<file path="src/rtl/alu_pkg.sv">
// Shared types for the bit-serial ALU sequencer: latched opcode, FSM states,
// and the bit-counter width helper.
package alu_pkg;

    typedef struct packed {
        logic s1;
        logic s0;
        logic m;
    } alu_op_t;

    typedef enum logic [1:0] {
        IDLE = 2'd0,
        RUN  = 2'd1,
        DONE = 2'd2
    } ser_state_t;

    // Counter must be able to hold WIDTH itself.
    function automatic int cnt_width(input int w);
        return $clog2(w + 1);
    endfunction

endpackage

</file>
<file path="src/rtl/bit_serial_alu_ctrl.sv">
// Bit-serial sequencer for a 1-bit ALU slice: feeds operand bits LSB first,
// recirculates the slice carry and collects the slice outputs into a result.
// Optional Zero flag output is enabled with `define ZERO_FLAG_EN.
module bit_serial_alu_ctrl
    import alu_pkg::*;
#(
    parameter int WIDTH = 8
) (
    input  logic             Clk,
    input  logic             Rst,
    input  logic             Start,
    input  logic [WIDTH-1:0] OpA,
    input  logic [WIDTH-1:0] OpB,
    input  logic             CarryIn,
    input  logic             OpS1,
    input  logic             OpS0,
    input  logic             OpM,
    output logic             Busy,
    output logic             Done,
    output logic [WIDTH-1:0] Result,
    output logic             CarryOut,
    output logic             SliceA,
    output logic             SliceB,
    output logic             SliceC,
    output logic             SliceS1,
    output logic             SliceS0,
    output logic             SliceM,
    input  logic             SliceF,
    input  logic             SliceCout
`ifdef ZERO_FLAG_EN
    ,
    output logic             Zero
`endif
);

    localparam int CW = cnt_width(WIDTH);
    localparam logic [CW-1:0] LAST_CNT = CW'(WIDTH - 1);

    ser_state_t       state_reg, state_next;
    logic [WIDTH-1:0] a_reg, b_reg;
    // Holds only the WIDTH-1 bits gathered so far; the final bit arrives live.
    logic [WIDTH-2:0] res_sh_reg;
    logic             carry_reg;
    logic [CW-1:0]    cnt_reg;
    alu_op_t          op_reg;
    logic [WIDTH-1:0] result_reg;
    logic             carry_out_reg;
    logic             accept, last_bit;
    logic [WIDTH-1:0] shift_next;

    assign shift_next = {SliceF, res_sh_reg};

    always_ff @(posedge Clk) begin
        if (Rst) begin
            state_reg <= IDLE;
        end else begin
            state_reg <= state_next;
        end
    end

    always_comb begin
        state_next = state_reg;
        accept     = 1'b0;
        last_bit   = 1'b0;
        case (state_reg)
            IDLE: begin
                if (Start) begin
                    accept     = 1'b1;
                    state_next = RUN;
                end
            end
            RUN: begin
                if (cnt_reg == LAST_CNT) begin
                    last_bit   = 1'b1;
                    state_next = DONE;
                end
            end
            DONE: begin
                // Back-to-back: a held Start restarts without an IDLE cycle.
                if (Start) begin
                    accept     = 1'b1;
                    state_next = RUN;
                end else begin
                    state_next = IDLE;
                end
            end
            default: state_next = IDLE;
        endcase
    end

    always_ff @(posedge Clk) begin
        if (Rst) begin
            a_reg         <= '0;
            b_reg         <= '0;
            res_sh_reg    <= '0;
            carry_reg     <= 1'b0;
            cnt_reg       <= '0;
            op_reg        <= '0;
            result_reg    <= '0;
            carry_out_reg <= 1'b0;
        end else if (accept) begin
            a_reg      <= OpA;
            b_reg      <= OpB;
            carry_reg  <= CarryIn;
            cnt_reg    <= '0;
            op_reg     <= '{s1: OpS1, s0: OpS0, m: OpM};
        end else if (state_reg == RUN) begin
            a_reg      <= {1'b0, a_reg[WIDTH-1:1]};
            b_reg      <= {1'b0, b_reg[WIDTH-1:1]};
            res_sh_reg <= shift_next[WIDTH-1:1];
            carry_reg  <= SliceCout;
            cnt_reg    <= cnt_reg + CW'(1);
            if (last_bit) begin
                result_reg    <= shift_next;
                carry_out_reg <= SliceCout;
            end
        end
    end

`ifdef ZERO_FLAG_EN
    logic zero_reg;

    always_ff @(posedge Clk) begin
        if (Rst) begin
            zero_reg <= 1'b0;
        end else if (state_reg == RUN && last_bit) begin
            zero_reg <= (shift_next == '0);
        end
    end

    assign Zero = zero_reg;
`endif

    assign Busy     = (state_reg == RUN);
    assign Done     = (state_reg == DONE);
    assign Result   = result_reg;
    assign CarryOut = carry_out_reg;
    assign SliceA   = Busy & a_reg[0];
    assign SliceB   = Busy & b_reg[0];
    assign SliceC   = Busy & carry_reg;
    assign SliceS1  = op_reg.s1;
    assign SliceS0  = op_reg.s0;
    assign SliceM   = op_reg.m;

endmodule

</file>
<file path="config.mk">
export PLATFORM = sky130hd
export DESIGN_NAME = bit_serial_alu_ctrl
export DESIGN_NICKNAME = d
export VERILOG_FILES = /design/src/rtl/alu_pkg.sv /design/src/rtl/bit_serial_alu_ctrl.sv
export SDC_FILE = /design/constraint.sdc
export NUM_CORES = 1
export LEC_CHECK = 0
export CAP_MARGIN = 30
export CORE_MARGIN = 2
export CORE_UTILIZATION = 35
export DETAILED_ROUTE_END_ITERATION = 16
export PLACE_DENSITY_LB_ADDON = 0.12
export SKIP_CTS_REPAIR_TIMING = 1
export SLEW_MARGIN = 20
export SYNTH_ARGS = -nofsm -noshare
export SYNTH_HDL_FRONTEND = slang
export SYNTH_SLANG_ARGS = --single-unit
</file>
<file path="constraint.sdc">
create_clock -name Clk -period 3 [get_ports Clk]
set_input_delay 0.6 -clock Clk [delete_from_list [all_inputs] [get_ports Clk]]
set_output_delay 0.6 -clock Clk [all_outputs]
set_load 0.05 [all_outputs]
</file>
### After elaboration in Yosys (flattened, before gate mapping)

Cells that the tools add are included.

* add/sub/neg operators: 1
* eq/ne operators: 5
* mux-type cells: 14
* bitwise gates (word level): 4
* reduce and logical (&&, ||, !) cells: 7

Operator list (count)
* $mux W8: 4
* $mux W1: 7
* $pmux W2 S3: 1
* $add A4 B1 Y4 const B: 1
* $eq A4 B3 Y1 const B: 1
* $mux W2: 2
* $reduce_and A2 Y1: 2
* $reduce_or A2 Y1: 2
* $and A1 B1 Y1: 3
* $reduce_and A3 Y1: 1
* $eq A2 B1 Y1 const B: 1
* $eq A2 B2 Y1 const B: 1
* $logic_not A2 Y1: 1
* $ne A2 B1 Y1 const B: 1
* $ne A2 B2 Y1 const B: 1
* $reduce_bool A2 Y1: 1
* $not A1 Y1: 1

* bits in registers: 42
* bits of input ports: 25
* output and inout bits: 17

### Logic depth before layout (Yosys ltp)

Gate-level depths: netlist of the first run.

* depth after elaboration: 5
* mapped depth: 6
* gate-level depth less buffers: 4

### Worst setup path before layout of the first run

OpenSTA, ideal clock, no wires.

* path type: reg2out
* start point: reg state_reg[1]
* end point: out SliceA
* arrival: 1317 ps
* path slack: 1083 ps
* cell stages (with the launch flop): 6
* buffers on the path: 2
* cell sequence: dfxtp_1 > nand2b_1 > buf_6 > inv_6 > buf_4 > and2_1

* longest elaborated chain between the ends: 2

Ends and longest elaborated chain
* start: declaration: RTL line bit_serial_alu_ctrl.sv:39 `ser_state_t state_reg, state_next;`
* start signal: assignment: RTL line bit_serial_alu_ctrl.sv:57 `state_reg <= state_next;`
* $eq A2 B1 Y1: RTL line bit_serial_alu_ctrl.sv:134 `assign Busy = (state_reg == RUN);`
* net Busy: RTL line bit_serial_alu_ctrl.sv:18 `output logic Busy,`
* $and A1 B1 Y1: RTL line bit_serial_alu_ctrl.sv:138 `assign SliceA = Busy & a_reg[0];`
* end: declaration: RTL line bit_serial_alu_ctrl.sv:22 `output logic SliceA,`

The timed path passes the listed nets, and every way through them passes these cells.

### Worst setup path after layout of the first run

* start point: reg state_reg[0]
* end point: out Done

* longest elaborated chain between the ends: 1

Ends and longest elaborated chain
* $eq A2 B2 Y1: RTL line bit_serial_alu_ctrl.sv:135 `assign Done = (state_reg == DONE);`
* end: declaration: RTL line bit_serial_alu_ctrl.sv:19 `output logic Done,`

No other way between the ends.

==> results by group, run 1 <==
Synth
  – Post-synth ARST share: 0
  – Syn_area_per_cell: 8.89 um^2
  – Post-synthesis compound-gate area fraction: 0.108
  – Synth Area in Simple Gates: 0.247
  – Area contributors post-synth: dfxtp_1 48%, nand2_1 10%, mux2i_1 6.9%
  – Post-synthesis xor/xnor area fraction: 0.0101
  – Synth Instances: slightly below 200
  – Post-synth design cell area: 1730 um^2
  – Syn nets: roughly 220
  – Ys Warns: 0
  – Post-synthesis mux area share: 0.0693
  – Largest family of logic cells by synthesized area: simple AND/OR/NAND/NOR gates
  – Synth area leader: dfxtp_1
  – Prevailing post-synth register cell: dfxtp_1
  – Sequential element share of the synthesized area: 0.485
  – EDFF count, synth: 0
  – Synth Area in Adders: 0.00722
  – Flops & latches, synth: 42
  – Netlist cell types: 29
  – Post-synth top area share: 0.485

Power
  – Total leakage power: a little over 0.8 nW
  – Power per cell area: just over 500 nW/um^2
  – Design Power: about 1.1 mW
  – Peak VDD IR: 0.000269 V

Clocking
  – CTS Buf Count: 5
  – CTS Sinks: 42
  – H-tree levels: 2
  – CTS tree: done
  – Clock transition at path regs: about 0.08 ns
  – Clock latency on the worst-skew pair: approximately 0.29 ns
  – Root Buffer: clkbuf_8
  – Max clock buf depth: 2

Routing
  – Via count: approximately 1400
  – WL per Instance: approximately 12 um
  – Post-route antenna net violation count: 0
  – Vias per Instance: about 4.8
  – Routed wl met2: roughly 1600 um
  – DRC errors left: 0
  – Routed wire length: ~3600 um
  – Met3 Wirelength: approximately 210 um
  – DR iter-0 viols: 52
  – Post-Route M1 WL: roughly 1800 um
  – Highest Signal Layer: met4
  – Drt pass-1 iters: 4

Placed design
  – Placed cell areas: 2180 um^2
  – Final HPWL DP: 2270 um
  – Placement Setup Slack: about 0.83 ns
  – Post-Place Cells: 290
  – Final Wtd Congestion: 0.727
  – # port buffers: 41

GRT
  – Vias in the first global route: 1346
  – GRT Residual Overflow: 0
  – Largest net degree at the start of global routing: 31
  – Global-route wire length before repair: ~6100 um
  – Initial antenna violation count: 0
  – GRT Util Overall: 0.145

Die
  – Io pins: 42
  – Die height: between 70 and 80 um
  – Die X: roughly 74 um
  – Core Rows: 25
  – Initial Utilization: 0.365
  – Die area: around 5500 um^2
  – CORE AREA: 4750 um^2

Timing
  – Max Fclk: roughly 450 MHz
  – Minimum clock period: approximately 2.2 ns
  – Worst-Margin Slew: around 0.86 ns
  – Final Cycle Share: 0.743
  – Headroom to the max-slew limit: 0.429
  – Final hold viol count: 0
  – Max Clock Skew: slightly below 0.008 ns
  – Unrepaired setup endpoints after global routing: false
  – Final Max Slew Viols: 0
  – Setup_tns: 0 ns
  – # setup viols final: 0
  – Setup ws final: 0.772 ns
  – WHS: between 0.4 and 0.5 ns

Final layout
  – Commonest non-fill, non-tap cell in the layout: nand2_1
  – Nets: 256
  – Post-layout util: 0.477
  – ANT cells: 0
  – Layout cell share with drive strength beyond 1: 0.0779
  – Synth-to-layout area growth: 30.7%
  – Most frequent cells in the layout: 47 x nand2_1, 42 x dfxtp_1, 37 x clkdlybuf4s50_1
  – Non-filler cells, final: approximately 300
  – Final instance area: between 2000 and 2500 um^2

Critical path
  – Worst Path Arrival: ~1.6 ns
  – Critical path's slowest cell: clkdlybuf4s50_1
  – Worst setup SP type: flop
  – Critical Path End Type: primary output
  – Startpoint of the worst register-to-register path: state_reg[0]
  – CP max stage delay: between 0.7 and 0.8 ns
  – Max FO, Critical Path: 5
  – Worst path cell trace: and2b_1 > clkdlybuf4s50_1
  – RR Endpoint: a_reg[0]
  – FF-to-FF path depth: 3
  – Setup CP Type: flop to primary output
  – Critical Path RT: 2.40 ns
  – R2R Setup Slk: about 1.4 ns

Worst hold path
  – Min-delay src: Result[7]
  – Hold crit path type: flop to flop
  – Hold path cells: 2
  – Worst Hold End: Result[7]

Job
  – Max_cap viols: 0

Status
  – Outcome: complete, no violations
how the worst max path moves through the flow:
stage / from / to / cells after the start
after detailed placement: Start / a_reg[4] / 4
after floorplan: state_reg[1] / SliceA / 5
after CTS: state_reg[0] / Done / 2
after global placement: Start / b_reg[6] / 4
final: state_reg[0] / Done / 2
after global routing: state_reg[0] / Done / 2
cell usage after synthesis, types with 2 or more instances:
library cell / n
nand2_1: 47
buf_4: 7
nor3_1: 22
o22ai_1: 9
dfxtp_1: 42
o21ai_0: 4
mux2i_1: 12
a31oi_1: 4
buf_2: 4
a22oi_1: 2
and2_1: 3
a21oi_1: 14
clkbuf_1: 3
nand2b_1: 2
and2b_1: 2
nand3b_1: 2
nand3_1: 4
worst max-delay path: cells and delay by family (launching register included):
family        cells  cell delay, ns
flops             1            0.35
simple gates      1            0.19
buf+inv           1            0.79
kinds of logic (layout without fill, tap and decap cells):
kind of cell | count (synthesis) | in the layout
mux | 12 | 12
simple gates | 87 | 87
buf+inv | 18 | 54
fa+ha+maj | 1 | 1
compound gates | 33 | 33
xor+xnor | 2 | 2
flops | 42 | 42
final cells by class:
type	count	area, um^2
Clock inverter	1	5.00
Timing Repair Buffer	44	473
Clock buffer	7	86.3
Fill cell	462	2490
Sequential cell	42	841
Tap cell	67	83.8
Multi-Input combinational cell	135	766
Inverter	2	12.5
per-layer routing:
metal,global-route usage,vias to the layer above
li1,-,743
met2,0.216,38
met4,0.0536,0
met3,0.0488,4
met1,0.194,644
met5,0,-
where the power goes:
group / leakage (nW) / total [mW] / internal, mW / switching, mW
Sequential: 0.343 / 0.600 / 0.584 / 0.0160
Combinational: 0.431 / 0.172 / 0.0775 / 0.0946
Clock: 0.0482 / 0.375 / 0.186 / 0.189
No activity file was read; power rests on OpenSTA's default activity.
==> run 2, diff against run 1 <==
Clock period 3 ns to 2.3 ns, I/O delays scaled along.
==> run 2 against run 1 <==
Against the previous run:
- wire length is 1.9% higher
- clock skew is 0.0016 ns lower
- power is 38% higher
- utilization is 1.0 points higher
- sequential power is 30% higher
- critical path depth stayed put
- critical path type unchanged
- largest power group unchanged
- highest routed layer unchanged
==> results by group, run 2 (synthesis results as in run 1) <==
Routing
  – Via count: around 1500
  – Drt pass-1 iters: 4
  – DRC errors left: 0
  – DR iter-0 viols: 74
  – Post-route antenna net violation count: 0
  – WL per Instance: 12.3 um
  – Vias per Instance: about 4.8
  – Routed wire length: 3700 um

Final layout
  – Final instance area: around 2300 um^2
  – Most frequent cells in the layout: 47 x nand2_1, 42 x dfxtp_1, 37 x clkdlybuf4s50_1
  – Layout cell share with drive strength beyond 1: 0.0979
  – Synth-to-layout area growth: 33.5%
  – ANT cells: 0
  – Nets: 260
  – Commonest non-fill, non-tap cell in the layout: nand2_1
  – FILL cells: between 400 and 500

Placed design
  – # port buffers: roughly 40
  – Final Wtd Congestion: between 0.6 and 0.7
  – Final HPWL DP: 2400 um
  – Placed cell areas: around 2200 um^2

Critical path
  – Critical Path End Type: primary output
  – Setup CP Type: flop to primary output
  – Worst setup SP type: flop
  – Max FO, Critical Path: 5
  – Worst path top cell family by delay: buffers and inverters
  – Critical path's slowest cell: clkdlybuf4s50_1
  – FF-to-FF path depth: 4
  – Worst Path Arrival: approximately 1.6 ns
  – Critical Path RT: 1.84 ns
  – CP max stage delay: a little under 0.8 ns
  – CP Depth: 2
  – Worst path cell trace: and2b_1 > clkdlybuf4s50_1
  – Worst path bufs/invs: 1

Power
  – Total leakage power: 0.851 nW
  – Net Sw Frac: 0.252
  – Sw power: ~400 uW
  – Power per cell area: around 700 nW/um^2
  – Flop pwr share: 0.492
  – Peak VDD IR: between 0.0002 and 0.0003 V
  – Power Internal: around 1.2 mW
  – Comb pwr share: 0.146
  – Clock Power Share: 0.362

Die
  – Io pins: between 40 and 50
  – Die X: approximately 74 um
  – Initial Utilization: 0.365
  – Die area: between 5000 and 6000 um^2
  – CORE AREA: 4750 um^2
  – Core Rows: 25
  – Die height: around 74 um

Clocking
  – CTS Buf Count: 5
  – Root Buffer: clkbuf_8
  – Clock transition at path regs: around 0.080 ns
  – CTS Sinks: 42
  – H-tree levels: 2
  – Max clock buf depth: 2
  – Clock latency on the worst-skew pair: slightly below 0.3 ns
  – CTS tree: done

Status
  – Outcome: complete, no violations

GRT
  – Global-route wire length before repair: between 6000 and 7000 um
  – Initial antenna violation count: 0
  – Largest net degree at the start of global routing: 31
  – GRT Util Overall: 0.148
  – Vias in the first global route: approximately 1400
  – GRT Residual Overflow: 0

Timing
  – Final hold viol count: 0
  – Worst-Margin Slew: approximately 0.50 ns
  – Unrepaired setup endpoints after global routing: false
  – Max Fclk: 482 MHz
  – Max Clock Skew: around 0.0063 ns
  – # setup viols final: 0
  – Headroom to the max-slew limit: 0.665
  – Setup_tns: 0 ns
  – Final Max Slew Viols: 0
  – Minimum clock period: just over 2 ns
  – Final Cycle Share: 0.903

Worst hold path
  – Hold crit path type: flop to flop
  – Hold path cells: 2

Job
  – Max_cap viols: 0
run 2: changes by cell type in the layout (fill, tap and decap cells not counted):
| cell | delta |
|---|---|
| clkbuf_8 | -1 |
| bufinv_16 | +1 |
| clkbuf_1 | -1 |
| clkinv_2 | +1 |
| buf_4 | +4 |
run 2: worst reg2reg max path: stages (launching register included):
cell and delay, ns:
dfxtp_1 0.42, ha_1 0.20, nand3b_1 0.21, nor2_8 0.27, mux2i_1 0.21
run 2: power by group through the flow:
stage	logic (mW)	registers, mW	clock network, mW
floorplan	0.147	0.805	0
global placement	0.234	0.799	0
detailed placement	0.234	0.798	0
CTS	0.235	0.782	0.593
global route	0.254	0.787	0.625
finish	0.233	0.782	0.574
run 2: path summary, 6_finish.rpt:
check | from | to | slack [ns]
setup / recovery | state_reg[0] | Done | 0.22
hold / removal | CarryOut | CarryOut | 0.46
setup reg to reg | cnt_reg[0] | Result[2] | 0.92
hold reg to reg | CarryOut | CarryOut | 0.46
run 2: cell type report:
cell class / instances / area, um^2 / area share
clock inverters: 3 / 40.0 / 0.0173
clock buffers: 5 / 68.8 / 0.0297
inverters: 2 / 12.5 / 0.00541
well taps: 67 / 83.8 / 0.0362
flip-flops and latches: 42 / 841 / 0.363
multi-input cells: 135 / 766 / 0.331
repair buffers: 48 / 503 / 0.217
run 2: layer usage:
metal / GRT usage / wire (um) / up-vias
li1: - / - / 750
met1: 0.189 / 1820 / 667
met2: 0.234 / 1650 / 34
met3: 0.0488 / 181 / 6
met4: 0.0536 / 59 / 0
met5: 0 / 0 / -
run 2: per-stage QoR:
stage / util / worst slack (ns) / cells / power [mW] / hold slack (ns)
floorplan: - / 0.523 / 195 / 0.952 / 0.437
global placement: 0.464 / 0.507 / 294 / 1.03 / 0.445
detailed placement: 0.464 / 0.503 / 294 / 1.03 / 0.449
CTS: 0.487 / 0.207 / 302 / 1.61 / 0.462
global route: 0.487 / 0.146 / 302 / 1.67 / 0.476
finish: 0.487 / 0.224 / 302 / 1.59 / 0.457
==> run 3, diff against run 2 <==
Settings changed: CELL_PAD_IN_SITES_DETAIL_PLACEMENT set to 0, CELL_PAD_IN_SITES_GLOBAL_PLACEMENT set to 1, CORE_UTILIZATION 35 to 36.
Clock period 2.3 ns to 1.97 ns, I/O delays scaled along.
==> run 3 against run 2 <==
Against the previous run:
- via count down 1.2%
- die area down 2.6%
- register-to-register slack worse by 0.36 ns
- sequential cell count unchanged
- global-route usage up 0.35 points
- sequential power up 17%
- critical path depth up 2
- largest cell class unchanged
- largest power group unchanged
- highest routed layer unchanged
==> results by group, run 3 (synthesis results as in run 1) <==
Timing
  – Worst-Margin Slew: ~0.51 ns
  – Final hold viol count: 0
  – Max Clock Skew: about 0.0057 ns
  – Headroom to the max-slew limit: 0.658
  – # setup viols final: 0
  – Unrepaired setup endpoints after global routing: false
  – Setup_tns: 0 ns
  – Final Cycle Share: 0.936
  – Final Max Slew Viols: 0
  – Minimum clock period: 1.84 ns
  – Max Fclk: approximately 540 MHz

Power
  – Total leakage power: 0.848 nW
  – Power Internal: 1.39 mW
  – Peak VDD IR: a little over 0.0004 V
  – Flop pwr share: 0.496
  – Clock Power Share: 0.357
  – Sw power: about 450 uW
  – Design Power: roughly 1.8 mW
  – Comb pwr share: 0.147
  – Power per cell area: between 800 and 900 nW/um^2
  – Net Sw Frac: 0.243

Worst hold path
  – Hold crit path type: flop to flop
  – Hold path cells: 2

Routing
  – Routed wire length: 3670 um
  – Post-route antenna net violation count: 0
  – WL per Instance: between 10 and 15 um
  – Via count: between 1000 and 1500
  – Vias per Instance: 4.98
  – DRC errors left: 0
  – DR iter-0 viols: roughly 70
  – Drt pass-1 iters: 4

Final layout
  – Most frequent cells in the layout: 47 x nand2_1, 42 x dfxtp_1, 36 x clkdlybuf4s50_1
  – ANT cells: 0
  – Final instance area: 2290 um^2
  – Layout cell share with drive strength beyond 1: 0.0936
  – Area occupied by multi-input gates: roughly 770 um^2
  – Nets: 260
  – Post-layout util: 0.489
  – Synth-to-layout area growth: 32.3%
  – Commonest non-fill, non-tap cell in the layout: nand2_1
  – FILL cells: 462
  – FF+latch area: between 800 and 900 um^2

Critical path
  – RR Endpoint: Result[6]
  – Max FO, Critical Path: 30
  – Crit path to: SliceA
  – FF-to-FF path depth: 4
  – Worst path bufs/invs: 2
  – Startpoint of the worst register-to-register path: cnt_reg[0]
  – Worst setup SP type: flop
  – Worst path top cell family by delay: flip-flops
  – Critical path's slowest cell: dfxtp_1
  – CP max stage delay: roughly 0.4 ns
  – Setup CP Type: flop to primary output
  – CP Depth: 4
  – R2R Setup Slk: approximately 0.56 ns
  – Worst path cell trace: nand2b_1 > inv_6 > and2_1 > buf_12
  – Crit. Startpoint: state_reg[0]
  – Worst Path Arrival: around 1.5 ns
  – Critical Path RT: roughly 1.6 ns
  – Critical Path End Type: primary output

Die
  – Initial Utilization: 0.370
  – Core Rows: 25
  – CORE AREA: about 4700 um^2
  – Die area: roughly 5400 um^2
  – Io pins: 42
  – Die X: 73.4 um
  – Die height: 73.4 um

Status
  – Outcome: complete, no violations

Placed design
  – # port buffers: about 40
  – Final HPWL DP: 2610 um
  – Final Wtd Congestion: 0.717
  – Placed cell areas: about 2200 um^2

Clocking
  – CTS Sinks: 42
  – Clock transition at path regs: roughly 0.070 ns
  – Root Buffer: clkbuf_8
  – CTS Buf Count: 5
  – Max clock buf depth: 2
  – Clock latency on the worst-skew pair: 0.29 ns
  – CTS tree: done
  – H-tree levels: 2

GRT
  – Largest net degree at the start of global routing: 31
  – Grt met1 use: 0.163
  – Global-route wire length before repair: 6290 um
  – GRT Residual Overflow: 0
  – Initial antenna violation count: 0
  – Vias in the first global route: ~1500
  – GRT busiest layer: met2
  – Met2 GRT Util: 0.274
  – GRT Util Overall: 0.152
  – Grt met3 use: 0.0466

Job
  – Max_cap viols: 0
==> run 3: cell types whose count changed in the layout (fill, tap and decap cells not counted), sizes merged <==
| cell | change |
|---|---|
| buf | +1 |
| clkbuf | +2 |
| clkdlybuf4s50 | -1 |
| clkinv | -2 |
==> run 3: worst min-delay path: stages (launching register included) <==
cell     delay [ns]
dfxtp_1        0.31
nand2_1        0.05
mux2i_1        0.05
==> run 3: final cells by class <==
type	count	share of cell area
flip-flops and latches	42	0.367
multi-input cells	135	0.334
repair buffers	48	0.218
clock buffers	7	0.0333
well taps	54	0.0295
clock inverters	1	0.0131
inverters	2	0.00546
==> run 3: power groups by stage <==
stage	clock [mW]	sequential, mW	combinational, mW
after floorplan	0	0.940	0.171
after global placement	0	0.932	0.268
after detailed placement	0	0.934	0.274
after CTS	0.683	0.914	0.274
after global routing	0.714	0.920	0.297
final	0.657	0.914	0.271
==> run 3: stage by stage <==
stage                     hold slack (ns)  setup slack (ns)  cells
after CTS                           0.461            0.0902    289
after global routing                0.483            0.0138    289
after detailed placement            0.450             0.250    281
after global placement              0.442             0.353    281
after floorplan                     0.437             0.259    195
final                               0.454             0.127    289
==> run 3: how the worst min path moves through the flow <==
| stage | startpoint | endpoint |
|---|---|---|
| floorplan | res_sh_reg[0] | res_sh_reg[0] |
| global placement | CarryOut | CarryOut |
| detailed placement | Result[4] | Result[4] |
| CTS | Result[4] | Result[4] |
| global route | Result[5] | Result[5] |
| finish | Result[4] | Result[4] |
==> run 3: routing by layer <==
layer	share of wire	wire [um]
met5	0	0
met4	0.017	61
met3	0.038	140
met2	0.50	1850
met1	0.44	1630
